===== config.mk =====
export PLATFORM = sky130hd
export DESIGN_NAME = sw_debounce
export DESIGN_NICKNAME = d
export VERILOG_FILES = /design/src/rtl/sw_debounce_pkg.sv /design/src/rtl/sw_debounce_bit.sv /design/src/rtl/sw_debounce.sv
export SDC_FILE = /design/constraint.sdc
export NUM_CORES = 1
export LEC_CHECK = 0
export CAP_MARGIN = 15
export CORE_ASPECT_RATIO = 1.75
export CORE_MARGIN = 1.5
export CORE_UTILIZATION = 61
export CTS_CLUSTER_SIZE = 12
export DETAILED_ROUTE_END_ITERATION = 8
export GPL_ROUTABILITY_DRIVEN = 0
export GPL_TIMING_DRIVEN = 0
export PLACE_DENSITY_LB_ADDON = 0.25
export SLEW_MARGIN = 0
export SYNTH_ARGS = -nofsm -noshare
export SYNTH_HDL_FRONTEND = slang
export SYNTH_SLANG_ARGS = --single-unit

===== constraint.sdc =====
create_clock -name clk -period 2.7 [get_ports clk]
set_input_delay 0.27 -clock clk [delete_from_list [all_inputs] [get_ports clk]]
set_output_delay 0.27 -clock clk [all_outputs]
set_load 0.01 [all_outputs]

===== src/rtl/sw_debounce_pkg.sv =====
// Board-level constants shared by the switch debouncer.
// The default stability window is derived from the board clock so that
// a clock change only needs to be made in one place.
package sw_debounce_pkg;

    localparam int BOARD_CLK_HZ          = 50_000_000;
    localparam int DEBOUNCE_MS           = 10;
    localparam int DEFAULT_STABLE_CYCLES = (BOARD_CLK_HZ / 1000) * DEBOUNCE_MS;
    localparam int DEFAULT_CNT_W         = 19;
    localparam int BOARD_SW_COUNT        = 8;

endpackage


===== src/rtl/sw_debounce_bit.sv =====
// One switch line: two-flop synchroniser, stability counter, debounced bit
// and single-cycle rise/fall event flops.
// change_next is the combinational "an event fires on this edge" term.
// The top level registers the OR of these terms, so its summary pulse lines
// up with the per-bit pulses instead of trailing them by a cycle.
module sw_debounce_bit
    import sw_debounce_pkg::*;
#(
    parameter int STABLE_CYCLES = DEFAULT_STABLE_CYCLES,
    parameter int CNT_W         = DEFAULT_CNT_W
) (
    input  logic clk,
    input  logic rst,
    input  logic sw,
    output logic sw_db,
    output logic sw_rise,
    output logic sw_fall,
    output logic change_next
);

    localparam logic [CNT_W-1:0] CNT_MAX = CNT_W'(STABLE_CYCLES - 1);

    logic             s1;
    logic             s2;
    logic [CNT_W-1:0] cnt;

    // Disagreement has lasted the full window, so the debounced bit flips on this edge.
    assign change_next = (s2 != sw_db) && (cnt == CNT_MAX);

    // Bring the asynchronous pin into the clock domain; only s2 is trusted.
    always_ff @(posedge clk or negedge rst) begin
        if (!rst) begin
            s1 <= 1'b0;
            s2 <= 1'b0;
        end else begin
            s1 <= sw;
            s2 <= s1;
        end
    end

    // Count consecutive disagreeing cycles; any agreement restarts the window.
    always_ff @(posedge clk or negedge rst) begin
        if (!rst) begin
            cnt     <= '0;
            sw_db   <= 1'b0;
            sw_rise <= 1'b0;
            sw_fall <= 1'b0;
        end else begin
            sw_rise <= 1'b0;
            sw_fall <= 1'b0;
            if (s2 == sw_db) begin
                cnt <= '0;
            end else if (cnt == CNT_MAX) begin
                cnt     <= '0;
                sw_db   <= s2;
                sw_rise <= s2;
                sw_fall <= ~s2;
            end else begin
                cnt <= cnt + 1'b1;
            end
        end
    end

endmodule


===== src/rtl/sw_debounce.sv =====
// Switch input conditioner: one debounce slice per switch line plus a shared
// "something changed" pulse. sw_db feeds the switch peripheral directly,
// so software only ever sees clean, synchronised values.
module sw_debounce
    import sw_debounce_pkg::*;
#(
    parameter int WIDTH         = BOARD_SW_COUNT,
    parameter int STABLE_CYCLES = DEFAULT_STABLE_CYCLES,
    parameter int CNT_W         = DEFAULT_CNT_W
) (
    input  logic             clk,
    input  logic             rst,
    input  logic [WIDTH-1:0] sw,
    output logic [WIDTH-1:0] sw_db,
    output logic [WIDTH-1:0] sw_rise,
    output logic [WIDTH-1:0] sw_fall,
    output logic             sw_changed
);

    logic [WIDTH-1:0] change_next;

    for (genvar i = 0; i < WIDTH; i++) begin : g_bit
        sw_debounce_bit #(
            .STABLE_CYCLES (STABLE_CYCLES),
            .CNT_W         (CNT_W)
        ) u_bit (
            .clk         (clk),
            .rst         (rst),
            .sw          (sw[i]),
            .sw_db       (sw_db[i]),
            .sw_rise     (sw_rise[i]),
            .sw_fall     (sw_fall[i]),
            .change_next (change_next[i])
        );
    end

    // Register the OR of the per-bit event terms so it pulses alongside sw_rise/sw_fall.
    always_ff @(posedge clk or negedge rst) begin
        if (!rst) begin
            sw_changed <= 1'b0;
        end else begin
            sw_changed <= |change_next;
        end
    end

endmodule


==> impl_results.rst, run 1 <==
.. list-table::
   :header-rows: 1

   * - Metric
     - Value
   * - Time the final worst path needs with I/O delays and setup
     - 2.39 ns
   * - Sequential cell area fraction in the yosys report
     - 55.0%
   * - Count of input and output buffers
     - 34
   * - DIE AREA
     - 15200 µm²
   * - Total power of the final layout
     - 5.74 mW
   * - Final-report max-slew violation count
     - 0
   * - Syn Std Cell Area
     - 8790 µm²
   * - Routed wire length per instance
     - 15.6 µm
   * - Post-route DRC
     - 0
   * - Most frequent standard cell in the layout excluding fill and tap cells
     - dfrtp_1
   * - RSZ-0062 raised after global routing
     - no
   * - Post-cts sizing count
     - 0
   * - Via density per instance
     - 5.69
   * - Share of the core filled with cells
     - 71.6%
   * - Worst path required time
     - 3.00 ns
   * - Detailed-placement wirelength estimate
     - 11.7 mm
   * - Clock sink count
     - 193
   * - Cells taking the most area after synthesis
     - dfrtp_1, xor2_1, nor2_1
   * - Starting Density
     - 62.9%
   * - F_max
     - 0.418 GHz
   * - Worst skew pair latency
     - 0.42 ns
   * - Worst hold path type
     - in2reg
   * - Worst-margin pin slew
     - 0.737 ns
   * - Aggregate global routing overflow
     - 0
   * - Number of nets in the synthesized netlist
     - 857
   * - Die outline height
     - 162 µm
   * - Status
     - finished clean
   * - Static Leak
     - 4.44 nW
   * - Placed inst area
     - 9380 µm²
   * - Setup clock skew after layout
     - 0.00964 ns
   * - Number of global-route vias before repair
     - 6525
   * - Final hold violation count
     - 0
   * - Clock transition at the registers of the reported paths
     - 0.07 ns
   * - Number of iterations in the first detailed-routing pass
     - 5
   * - Pwr Density
     - 574 nW/µm²
   * - # Post-CTS Setup Buffers
     - 0
   * - Clock tree from TritonCTS
     - built
   * - Setup Viol. Count Final
     - 0
   * - Worst R2R Setup Slack
     - 0.31 ns
   * - Finished Cell Area
     - 10000 µm²
   * - Mean post-synth cell area
     - 10.5 µm²
   * - Synthesis-to-finish area growth
     - 13.8%
   * - Cts-stage hold buffer count
     - 1
   * - Cell type with the highest aggregate area in the netlist
     - dfrtp_1
   * - Post-route fraction of the period consumed by the critical path
     - 88.7%
   * - Worst slew margin relative to its limit
     - 50.8%
   * - Max-capacitance violation count
     - 0
   * - Filler Cells Inserted
     - 1014
   * - Number of standard cells after synthesis
     - 839
   * - Clk Tree Root Cell
     - clkbuf_16
   * - Synth top area share
     - 55.0%
   * - Largest net degree at the start of global routing
     - 128
   * - Max Fanout on Critical Path
     - 10
   * - Final nets
     - 912
   * - Setup TNS
     - 0 ns
   * - Width of the die
     - 93.7 µm
   * - Total clock buffers created by CTS
     - 17
   * - Data arrival time of the critical path
     - 2.69 ns
   * - DRT iter0 DRCs
     - 352
   * - Routed wire length
     - 16.9 mm
   * - Total number of vias
     - 6166
   * - Worst supply voltage drop on vdd
     - 0.000480 V
   * - Highest-count cells in the layout ignoring fill and taps
     - dfrtp_1, nor2_1, xor2_1, nand3_1, xnor2_1
   * - Number of H-tree levels
     - 4
   * - Core box area
     - 14000 µm²
   * - Path type of the worst setup path
     - reg2reg
   * - Post-synth cell types
     - 37
   * - Hold slack
     - 0.282 ns
   * - First-pass GRT wire length
     - 29.3 mm
   * - Syn. warnings
     - 0
   * - Crit. End Element
     - register
   * - Number of nets still failing antenna checks after routing
     - 0
   * - Buffers from clock root to sink, at most
     - 2
   * - CP Launch Type
     - register
   * - Number of synthesized register bits
     - 193
   * - Antenna diode instance count
     - 0
   * - Number of antenna violations at the first check in global routing
     - 0
   * - Row count
     - 57
   * - Total GRT Usage
     - 24.3%
   * - I/O pins
     - 35
   * - Share of post-route cells with drive strength above 1
     - 7.83%
-- final timing paths --
check                                                start                               end  cells past startpoint
setup / recovery           g_bit[5].u_bit.cnt[0]$_DFF_PN0_   g_bit[5].u_bit.cnt[9]$_DFF_PN0_                      7
hold / removal                                       sw[5]       g_bit[5].u_bit.s1$_DFF_PN0_                      1
setup reg to reg           g_bit[5].u_bit.cnt[0]$_DFF_PN0_   g_bit[5].u_bit.cnt[9]$_DFF_PN0_                      7
hold reg to reg                g_bit[1].u_bit.s1$_DFF_PN0_       g_bit[1].u_bit.s2$_DFF_PN0_                      0
max in group asynchronous                              rst   g_bit[7].u_bit.cnt[3]$_DFF_PN0_                      3
min in group asynchronous                              rst  g_bit[2].u_bit.cnt[15]$_DFF_PN0_                      2
-- Yosys cell counts --
| cell | count |
|---|---|
| nand3b_1 | 3 |
| and4_1 | 18 |
| nand2_1 | 51 |
| or2_1 | 1 |
| and3_1 | 25 |
| buf_6 | 2 |
| and2_1 | 4 |
| nand2_4 | 1 |
| nor3b_1 | 17 |
| o22ai_1 | 3 |
| buf_2 | 4 |
| mux2_2 | 5 |
| nor2b_1 | 1 |
| ha_1 | 8 |
| nand4b_1 | 3 |
| mux2_4 | 1 |
| nand2b_1 | 3 |
| inv_1 | 10 |
| nand4_1 | 35 |
| buf_4 | 25 |
| nor2_1 | 172 |
| xor2_1 | 89 |
| o2111ai_1 | 1 |
| o2bb2ai_1 | 1 |
| or3_1 | 1 |
| xnor2_1 | 55 |
| dfrtp_1 | 193 |
| nor4b_1 | 5 |
| o41ai_1 | 1 |
| mux2_1 | 1 |
| or4_1 | 5 |
| nor4_1 | 12 |
| a21oi_1 | 1 |
| clkbuf_1 | 9 |
| nor4bb_1 | 4 |
| nand3_1 | 59 |
| nor3_1 | 10 |
-- sequential cells by signal, summed over array words and instances (netlist names) --
| signal | cells |
|---|---|
| g_bit.u_bit.sw_rise | 8 |
| g_bit.u_bit.s2 | 8 |
| g_bit.u_bit.sw_db | 8 |
| g_bit.u_bit.s1 | 8 |
| sw_changed | 1 |
| g_bit.u_bit.cnt | 152 |
| g_bit.u_bit.sw_fall | 8 |
-- final cells by class --
| class | instances | area, µm² | area share, % |
|---|---|---|---|
| timing repair buffer | 36 | 383 | 3.83 |
| inverter | 10 | 37.5 | 0.375 |
| sequential | 193 | 4830 | 48.3 |
| buffer | 40 | 264 | 2.64 |
| clock buffer | 20 | 457 | 4.57 |
| clock inverter | 12 | 155 | 1.55 |
| multi-input combinational | 596 | 3660 | 36.5 |
| tap | 177 | 221 | 2.21 |
-- layer usage --
layer | part of all wire (%) | global-route usage [%] | vias up
met5 | 0 | 0 | -
met4 | 2.2 | 9.36 | 0
li1 | - | - | 2923
met2 | 56 | 45.2 | 121
met1 | 40 | 27.3 | 3087
met3 | 2.7 | 3.79 | 35
-- through the flow --
stage / cells / worst slack [ns]
after CTS: 1084 / 0.305
after detailed placement: 1051 / 0.322
final: 1084 / 0.306
after global routing: 1084 / 0.0819
after global placement: 1050 / -6.07
after floorplan: 839 / 0.741
-- critical path: stages, from the launching register on --
cell      delay [ns]
dfrtp_1         0.39
ha_1            0.22
and3_1          0.28
and2_1          0.22
nand4_1         0.30
nand2_1         0.37
clkbuf_1        0.38
nor2_1          0.10
-- kinds of logic (layout without fill, tap and decap cells) --
group                      count (synthesis)  count (layout)  synth area share, %
and+or+nand+nor                          430             430                 24.6
buffers and inverters                     50             118                 3.43
muxes                                      7               7                0.940
AOI/OAI and AO/OA                          7               7                0.570
xor gates and xnor gates                 144             144                 14.4
adders and majority gates                  8               8                 1.14
DFF                                      193             193                 55.0
-- report_power, final --
group	switching (mW)	internal [mW]
logic	0.122	0.0591
registers	0.0430	2.93
clock network	1.07	1.51
(Power assumes the default switching activity.)
==> run 2, diff against run 1 <==
--- a/config.mk
+++ b/config.mk
@@ -5,6 +5,7 @@
 export SDC_FILE = /design/constraint.sdc
 export NUM_CORES = 1
 export LEC_CHECK = 0
+export ABC_AREA = 1
 export CAP_MARGIN = 15
 export CORE_ASPECT_RATIO = 1.75
 export CORE_MARGIN = 1.5
==> run 2 against run 1 <==
  * The flow now finishes with violations (design-rule violations)
  * Wire length up 8.9%
  * Sequential share of layout area down 4.3 points
  * Worst hold slack worse by 0.014 ns
  * Non-clock buffer count down 14
  * Global-route usage down 0.55 points
  * Sequential power about the same
  * Area after synthesis up 11%
  * Largest power group unchanged
==> impl_results.rst, run 2 <==
.. list-table::
   :header-rows: 1

   * - Metric
     - Value
   * - Setup clock skew after layout
     - 0.00913 ns
   * - Clock sink count
     - 193
   * - Worst reg2reg path depth
     - 8
   * - Clock tree from TritonCTS
     - built
   * - Net switching share of the total power
     - 23.7%
   * - Post-route non-filler standard cell count
     - 1417
   * - Crit. End Element
     - output pin
   * - Met2 layer wire length in the routed design
     - 10.2 mm
   * - Synthesis-to-finish area growth
     - 12.3%
   * - Aggregate global routing overflow
     - 0
   * - Number of iterations in the first detailed-routing pass
     - 9
   * - Path type of the worst setup path
     - reg2out
   * - Total GRT Usage
     - 23.7%
   * - Library cell with the highest instance count after synthesis
     - nor2_1
   * - Cell total after placement
     - 1384
   * - Worst hold path type
     - in2reg
   * - WL met3
     - 370 µm
   * - Post-Synth Adder-Cell Area
     - 1.02%
   * - Number of flip-flops in the largest register
     - 152
   * - F_max
     - 0.563 GHz
   * - Hold slack
     - 0.268 ns
   * - Number of nets in the synthesized netlist
     - 1178
   * - Dominant combinational cell family by area after synthesis
     - simple AND/OR/NAND/NOR gates
   * - CP Launch Type
     - register
   * - Starting Density
     - 61.9%
   * - Internal power
     - 4.32 mW
   * - Final nets
     - 1233
   * - Mean post-synth cell area
     - 8.42 µm²
   * - FF/Latch Area
     - 4830 µm²
   * - Worst slew margin relative to its limit
     - 52.5%
   * - Fraction of the mapped netlist area in simple logic gates
     - 33.9%
   * - Share of post-route cells with drive strength above 1
     - 13.1%
   * - Share of async-settable or async-resettable flops after synthesis
     - 100%
   * - Worst-margin pin slew
     - 0.712 ns
   * - Pwr Density
     - 516 nW/µm²
   * - Core box area
     - 15800 µm²
   * - Max Fanout on Critical Path
     - 3
   * - Biggest register
     - g_bit.u_bit.cnt
   * - Width of the die
     - 98.7 µm
   * - Static Leak
     - 4.90 nW
   * - Number of synthesized register bits
     - 193
   * - Multiplexer share of the synthesized area
     - 0%
   * - Row count
     - 61
   * - Metal-1 WL
     - 7.41 mm
   * - Syn Std Cell Area
     - 9770 µm²
   * - Sink of the worst hold path
     - g_bit[5].u_bit.s1$_DFF_PN0_
   * - Commonest cells post-synth
     - nor2_1, dfrtp_1, nand2_1
   * - Routed wire length per instance
     - 13.0 µm
   * - Compound-cell area share of the yosys netlist
     - 3.60%
   * - Number of standard cells after synthesis
     - 1160
   * - Failing checks
     - design-rule violations
   * - Number of flops mapped to enable cells by yosys
     - 0
   * - Worst path required time
     - 2.43 ns
   * - Cells taking the most area after synthesis
     - dfrtp_1, nor2_1, nand2_1
   * - DIE AREA
     - 16800 µm²
   * - Number of nets still failing antenna checks after routing
     - 0
   * - Combinational cell fraction of total power
     - 3.5%
   * - Time the final worst path needs with I/O delays and setup
     - 1.78 ns
   * - Cell type with the highest aggregate area in the netlist
     - dfrtp_1
   * - Post-route fraction of the period consumed by the critical path
     - 65.8%
   * - Largest net degree at the start of global routing
     - 101
   * - Final worst-path setup slack
     - 0.923 ns
   * - Sequential cell area fraction in the yosys report
     - 49.4%
   * - Post-synth cell types
     - 34
   * - Buffers from clock root to sink, at most
     - 2
   * - Die outline height
     - 170 µm
   * - Total number of vias
     - 7479
   * - Xor and xnor fraction of the mapped netlist area
     - 4.93%
   * - I/O pins
     - 35
   * - Syn. warnings
     - 0
   * - Data arrival time of the critical path
     - 1.51 ns
   * - Primary flip-flop cell chosen by synthesis mapping
     - dfrtp_1
   * - Number of global-route vias before repair
     - 7416
   * - Clock transition at the registers of the reported paths
     - 0.07 ns
   * - Total power of the final layout
     - 5.66 mW
   * - Detailed-placement wirelength estimate
     - 13.3 mm
   * - Worst r2r src
     - g_bit[0].u_bit.sw_db$_DFFE_PN0P_
   * - Post-route DRC
     - 1
   * - RSZ-0062 raised after global routing
     - no
   * - Routed wire length
     - 18.4 mm
   * - Antenna diode instance count
     - 0
   * - Worst hold path stage count
     - 1
   * - First-pass GRT wire length
     - 32.2 mm
   * - Via density per instance
     - 5.28
   * - Final-report max-slew violation count
     - 0
   * - Fraction of power consumed by sequential logic
     - 52.3%
   * - Setup Viol. Count Final
     - 0
   * - Synth top area share
     - 49.4%
   * - Combined area of the multi-input logic cells
     - 4250 µm²
   * - Post-cts sizing count
     - 0
   * - Endpoint of the worst-slack reg-to-reg timing path
     - sw_changed$_DFF_PN0_
   * - Clock network fraction of design power
     - 44.3%
   * - Number of antenna violations at the first check in global routing
     - 0
   * - Most frequent standard cell in the layout excluding fill and tap cells
     - nor2_1
   * - Filler Cells Inserted
     - 1266
   * - Max-capacitance violation count
     - 0
   * - Count of input and output buffers
     - 34
   * - Status
     - finished, violations left
   * - Final hold violation count
     - 0
   * - Top Metal Used
     - met4
   * - DRT iter0 DRCs
     - 335
   * - Net Switching
     - 1.34 mW
   * - Total clock buffers created by CTS
     - 17
   * - Number of H-tree levels
     - 4
   * - Dpl ws
     - 1.09 ns
   * - Worst supply voltage drop on vdd
     - 0.000359 V
   * - Hold_sp
     - sw[5]
   * - Worst skew pair latency
     - 0.43 ns
   * - Worst R2R Setup Slack
     - 1.10 ns
   * - Highest-count cells in the layout ignoring fill and taps
     - nor2_1, dfrtp_1, nand2_1, inv_1, nand3_1
   * - Clk Tree Root Cell
     - clkbuf_16
[run 2: cell types whose count changed in the layout (fill, tap and decap cells not counted), moves of 13 or more]
cell | previous run | this run
o21ai_0 | 0 | 16
nand2_1 | 51 | 192
xor2_1 | 89 | 39
nor3_1 | 10 | 41
nand2_2 | 0 | 21
xnor2_1 | 55 | 16
a21oi_1 | 1 | 24
nor2_2 | 0 | 17
inv_1 | 10 | 126
and4_1 | 18 | 0
nor2_4 | 0 | 13
and3_1 | 25 | 3
nor2_1 | 172 | 236
[run 2: worst max-delay path by stage]
stage / from / endpoint / slack (ns) / depth (start not counted)
global placement: rst / g_bit[2].u_bit.s1$_DFF_PN0_ / -6.56 / 1
detailed placement: g_bit[0].u_bit.sw_db$_DFFE_PN0P_ / sw_changed$_DFF_PN0_ / 1.09 / 8
finish: g_bit[0].u_bit.sw_db$_DFFE_PN0P_ / sw_db[0] / 0.92 / 2
CTS: g_bit[0].u_bit.sw_db$_DFFE_PN0P_ / sw_db[0] / 0.89 / 2
global route: g_bit[0].u_bit.sw_db$_DFFE_PN0P_ / sw_db[0] / 0.88 / 2
floorplan: g_bit[1].u_bit.cnt[0]$_DFF_PN0_ / g_bit[1].u_bit.cnt[15]$_DFF_PN0_ / 1.32 / 8
[run 2: cell families (layout without fill, tap and decap cells)]
logic type               after synthesis  in the layout
AO/OA/AOI/OAI                         63             63
XOR/XNOR                              55             55
adder cells (fa/ha/maj)                8              8
buffers and inverters                161            229
flip-flops                           193            193
AND/OR/NAND/NOR                      680            680
[run 2: metal layers]
metal | vias to the layer above | track usage [%]
met3 | 32 | 3.20
met4 | 0 | 10.1
met2 | 102 | 45.7
li1 | 3797 | -
met5 | - | 0
met1 | 3548 | 25.7
[run 2: timing repair]
item	in CTS	in global routing
buffers inserted	0	0
hold buffers	1	0
endpoints found under the hold margin	93	0
[run 2: power by group through the flow]
stage,registers [mW],logic (mW),clock network (mW)
final,2.96,0.196,2.51
after global routing,2.96,0.226,2.67
after CTS,2.96,0.203,2.57
after detailed placement,3.02,0.200,0
after global placement,3.02,0.190,0
after floorplan,3.01,0.0969,0
[run 2: cell type report]
cell class	instances	area share [%]
Inverter	135	4.62
Multi-Input combinational cell	806	38.7
Clock inverter	14	1.32
Timing Repair Buffer	36	3.49
Tap cell	189	2.15
Buffer	26	1.73
Clock buffer	18	4.00
Sequential cell	193	44.0
[run 2: through the flow]
step | utilization, % | instance area [µm²] | TNS, ns
after floorplan | - | 9770 | 0
after global placement | 65.5 | 10300 | -1262.92
after detailed placement | 65.7 | 10400 | 0
after CTS | 69.5 | 11000 | 0
after global routing | 69.5 | 11000 | 0
final | 69.5 | 11000 | 0
[run 2: critical path, cell delays in order (launching register included)]
cell	delay, ns
dfrtp_1	0.42
buf_4	0.13
clkdlybuf4s50_1	0.52
==> run 3, diff against run 2 <==
--- a/config.mk
+++ b/config.mk
@@ -9,7 +9,7 @@
 export CAP_MARGIN = 15
 export CORE_ASPECT_RATIO = 1.75
 export CORE_MARGIN = 1.5
-export CORE_UTILIZATION = 61
+export CORE_UTILIZATION = 56
 export CTS_CLUSTER_SIZE = 12
 export DETAILED_ROUTE_END_ITERATION = 8
 export GPL_ROUTABILITY_DRIVEN = 0
==> constraint.sdc (replaced) <==
create_clock -name clk -period 1.5 [get_ports clk]
set_input_delay 0.15 -clock clk [delete_from_list [all_inputs] [get_ports clk]]
set_output_delay 0.15 -clock clk [all_outputs]
set_load 0.01 [all_outputs]
==> run 3 against run 2 <==
  * The run ends with negative setup slack left
  * Wire length increased by 11%
  * Critical path depth increased by 5
  * Worst hold slack got worse by 0.13 ns
  * Clock skew increased by 0.0015 ns
  * First-iteration DRC count decreased by 2.1%
  * Core utilization about the same
  * Global-route usage decreased by 0.20 points
  * Non-clock buffer count increased by 47
  * Critical path type is now reg2reg
==> impl_results.rst, run 3 (same netlist as run 2, synthesis figures left out) <==
.. list-table::
   :header-rows: 1

   * - Metric
     - Value
   * - Critical-path cell list
     - ha_4 > nand3_4 > nor3_4 > nand2_2 > buf_4 > nand2_2 > nor3_1
   * - F_max
     - 0.658 GHz
   * - Die outline height
     - 178 µm
   * - Width of the die
     - 103 µm
   * - Clk Tree Root Cell
     - clkbuf_16
   * - Setup clock skew after layout
     - 0.0107 ns
   * - Post-route DRC
     - 0
   * - DRT iter0 DRCs
     - 328
   * - Number of antenna violations at the first check in global routing
     - 0
   * - Pwr Density
     - 871 nW/µm²
   * - Routed wire length
     - 20.5 mm
   * - Buffers from clock root to sink, at most
     - 2
   * - Number of global-route vias before repair
     - 7804
   * - Data arrival time of the critical path
     - 1.85 ns
   * - Via density per instance
     - 5.25
   * - FF/Latch Area
     - 4840 µm²
   * - Largest net degree at the start of global routing
     - 112
   * - Most frequent standard cell in the layout excluding fill and tap cells
     - nor2_1
   * - DIE AREA
     - 18300 µm²
   * - Number of iterations in the first detailed-routing pass
     - 5
   * - Worst-margin pin slew
     - 0.821 ns
   * - Final hold violation count
     - 0
   * - Max-capacitance violation count
     - 0
   * - Row count
     - 63
   * - Setup TNS
     - -0.0602 ns
   * - CP Launch Type
     - register
   * - Number of H-tree levels
     - 4
   * - Worst hold path type
     - in2reg
   * - Global routing's busiest layer
     - met2
   * - Clock sink count
     - 193
   * - Detailed-placement wirelength estimate
     - 13.5 mm
   * - Time the final worst path needs with I/O delays and setup
     - 1.52 ns
   * - Worst supply voltage drop on vdd
     - 0.000732 V
   * - Synthesis-to-finish area growth
     - 21.0%
   * - Worst reg2reg path depth
     - 7
   * - Final-report max-slew violation count
     - 0
   * - Number of flip-flops in the largest register
     - 152
   * - Post-route fraction of the period consumed by the critical path
     - 101%
   * - I/O pins
     - 35
   * - First-pass GRT wire length
     - 33.9 mm
   * - Number of nets still failing antenna checks after routing
     - 0
   * - Starting Density
     - 57.4%
   * - Final worst-path setup slack
     - -0.0206 ns
   * - Worst r2r src
     - g_bit[5].u_bit.cnt[0]$_DFF_PN0_
   * - Global routing met2 resource utilization
     - 44.4%
   * - Failing checks
     - negative setup slack
   * - Routed wire length per instance
     - 13.6 µm
   * - Critical path capture point
     - g_bit[5].u_bit.cnt[14]$_DFF_PN0_
   * - Worst R2R Setup Slack
     - -0.02 ns
   * - Global routing usage on met1
     - 25.4%
   * - Aggregate global routing overflow
     - 0
   * - Status
     - finished, violations left
   * - Count of input and output buffers
     - 34
   * - Clock tree from TritonCTS
     - built
   * - Static Leak
     - 5.38 nW
   * - Total GRT Usage
     - 23.5%
   * - Clock transition at the registers of the reported paths
     - 0.07 ns
   * - Worst slew margin relative to its limit
     - 45.2%
   * - Finished Cell Area
     - 11800 µm²
   * - Total clock buffers created by CTS
     - 17
   * - Endpoint of the worst-slack reg-to-reg timing path
     - g_bit[5].u_bit.cnt[14]$_DFF_PN0_
   * - Critical Path Start
     - g_bit[5].u_bit.cnt[0]$_DFF_PN0_
   * - Max Fanout on Critical Path
     - 4
   * - Share of post-route cells with drive strength above 1
     - 20.8%
   * - Worst path required time
     - 1.83 ns
   * - Antenna diode instance count
     - 0
   * - Cell with the most instances on the worst path
     - nand2_2
   * - Placed inst area
     - 10400 µm²
   * - Filler Cells Inserted
     - 1359
   * - Total number of vias
     - 7894
   * - Critical-path top delay cell
     - dfrtp_1
   * - Largest incremental delay on the critical path
     - 0.40 ns
   * - Combined area of the multi-input logic cells
     - 4680 µm²
   * - Core box area
     - 17000 µm²
   * - Path type of the worst setup path
     - reg2reg
   * - Setup Viol. Count Final
     - 4
   * - Final nets
     - 1282
   * - Met3 track utilization from global routing
     - 4.29%
   * - Worst skew pair latency
     - 0.44 ns
   * - Crit. End Element
     - register
   * - RSZ-0062 raised after global routing
     - yes
   * - Hold slack
     - 0.143 ns
   * - Highest-count cells in the layout ignoring fill and taps
     - nor2_1, dfrtp_1, nand2_1, inv_1, buf_4
   * - Biggest register
     - g_bit.u_bit.cnt
-- run 3: changes by cell type in the layout (fill, tap and decap cells not counted), sizes merged, moves of 2 or more --
cell           before  now
buf                27   75
clkdlybuf4s50      33    9
dlygate4sd2         0   24
clkbuf             19   17
nand2             219  221
-- run 3: worst max-delay path, delay by kind of cell (launching register included) --
kind          cells  cell delay [ns]
fa+ha+maj         1             0.16
simple gates      5             0.69
buf+inv           1             0.16
flops             1             0.40
-- run 3: layout make-up --
cell class                 count  area share [%]
timing repair buffer          85            6.40
buffer                        24            1.52
tap                          227            2.40
sequential                   193            40.9
inverter                     135            4.37
clock buffer                  17            3.60
clock inverter                15            1.26
multi-input combinational    808            39.6
-- run 3: power by group --
part / switching, mW / internal [mW] / leakage, nW
Combinational: 0.281 / 0.181 / 2.46
Clock: 2.14 / 2.34 / 0.288
Sequential: 0.0795 / 5.27 / 2.63
Total: 2.50 / 7.80 / 5.38
-- run 3: how the worst min path moves through the flow --
stage / slack, ns / startpoint / endpoint / cells after the start
after floorplan: -0.15 / rst / g_bit[0].u_bit.cnt[0]$_DFF_PN0_ / 0
after CTS: 0.12 / sw[2] / g_bit[2].u_bit.s1$_DFF_PN0_ / 1
after detailed placement: 0.29 / rst / g_bit[4].u_bit.cnt[17]$_DFF_PN0_ / 1
final: 0.14 / sw[2] / g_bit[2].u_bit.s1$_DFF_PN0_ / 1
after global placement: 0.33 / g_bit[2].u_bit.s1$_DFF_PN0_ / g_bit[2].u_bit.s2$_DFF_PN0_ / 0
after global routing: 0.14 / sw[4] / g_bit[4].u_bit.s1$_DFF_PN0_ / 1
-- run 3: stage by stage --
| step | power (mW) | setup slack, ns | utilization [%] | std cells |
|---|---|---|---|---|
| floorplan | 5.59 | 0.118 | - | 1160 |
| global placement | 5.77 | -7.76 | 61.1 | 1421 |
| CTS | 10.3 | 0.000345 | 65.6 | 1464 |
| global route | 10.7 | -0.105 | 69.5 | 1504 |
| finish | 10.3 | -0.0206 | 69.5 | 1504 |
| detailed placement | 5.79 | -0.177 | 61.3 | 1422 |
-- run 3: layer usage --
metal | share of wire, % | wire, µm | vias up
li1 | - | - | 3895
met1 | 38 | 7800 | 3814
met2 | 57 | 11600 | 146
met3 | 2.5 | 518 | 39
met4 | 2.5 | 520 | 0
met5 | 0 | 0 | -
-- run 3: what timing repair did --
item                                    CTS  global route
gates cloned                              2             0
hold buffers                              1             0
resized for setup                        47            77
hold endpoints to repair                110             0
setup buffers                             7            42
endpoints found under the setup margin   73            88
pin swaps                                 4            44
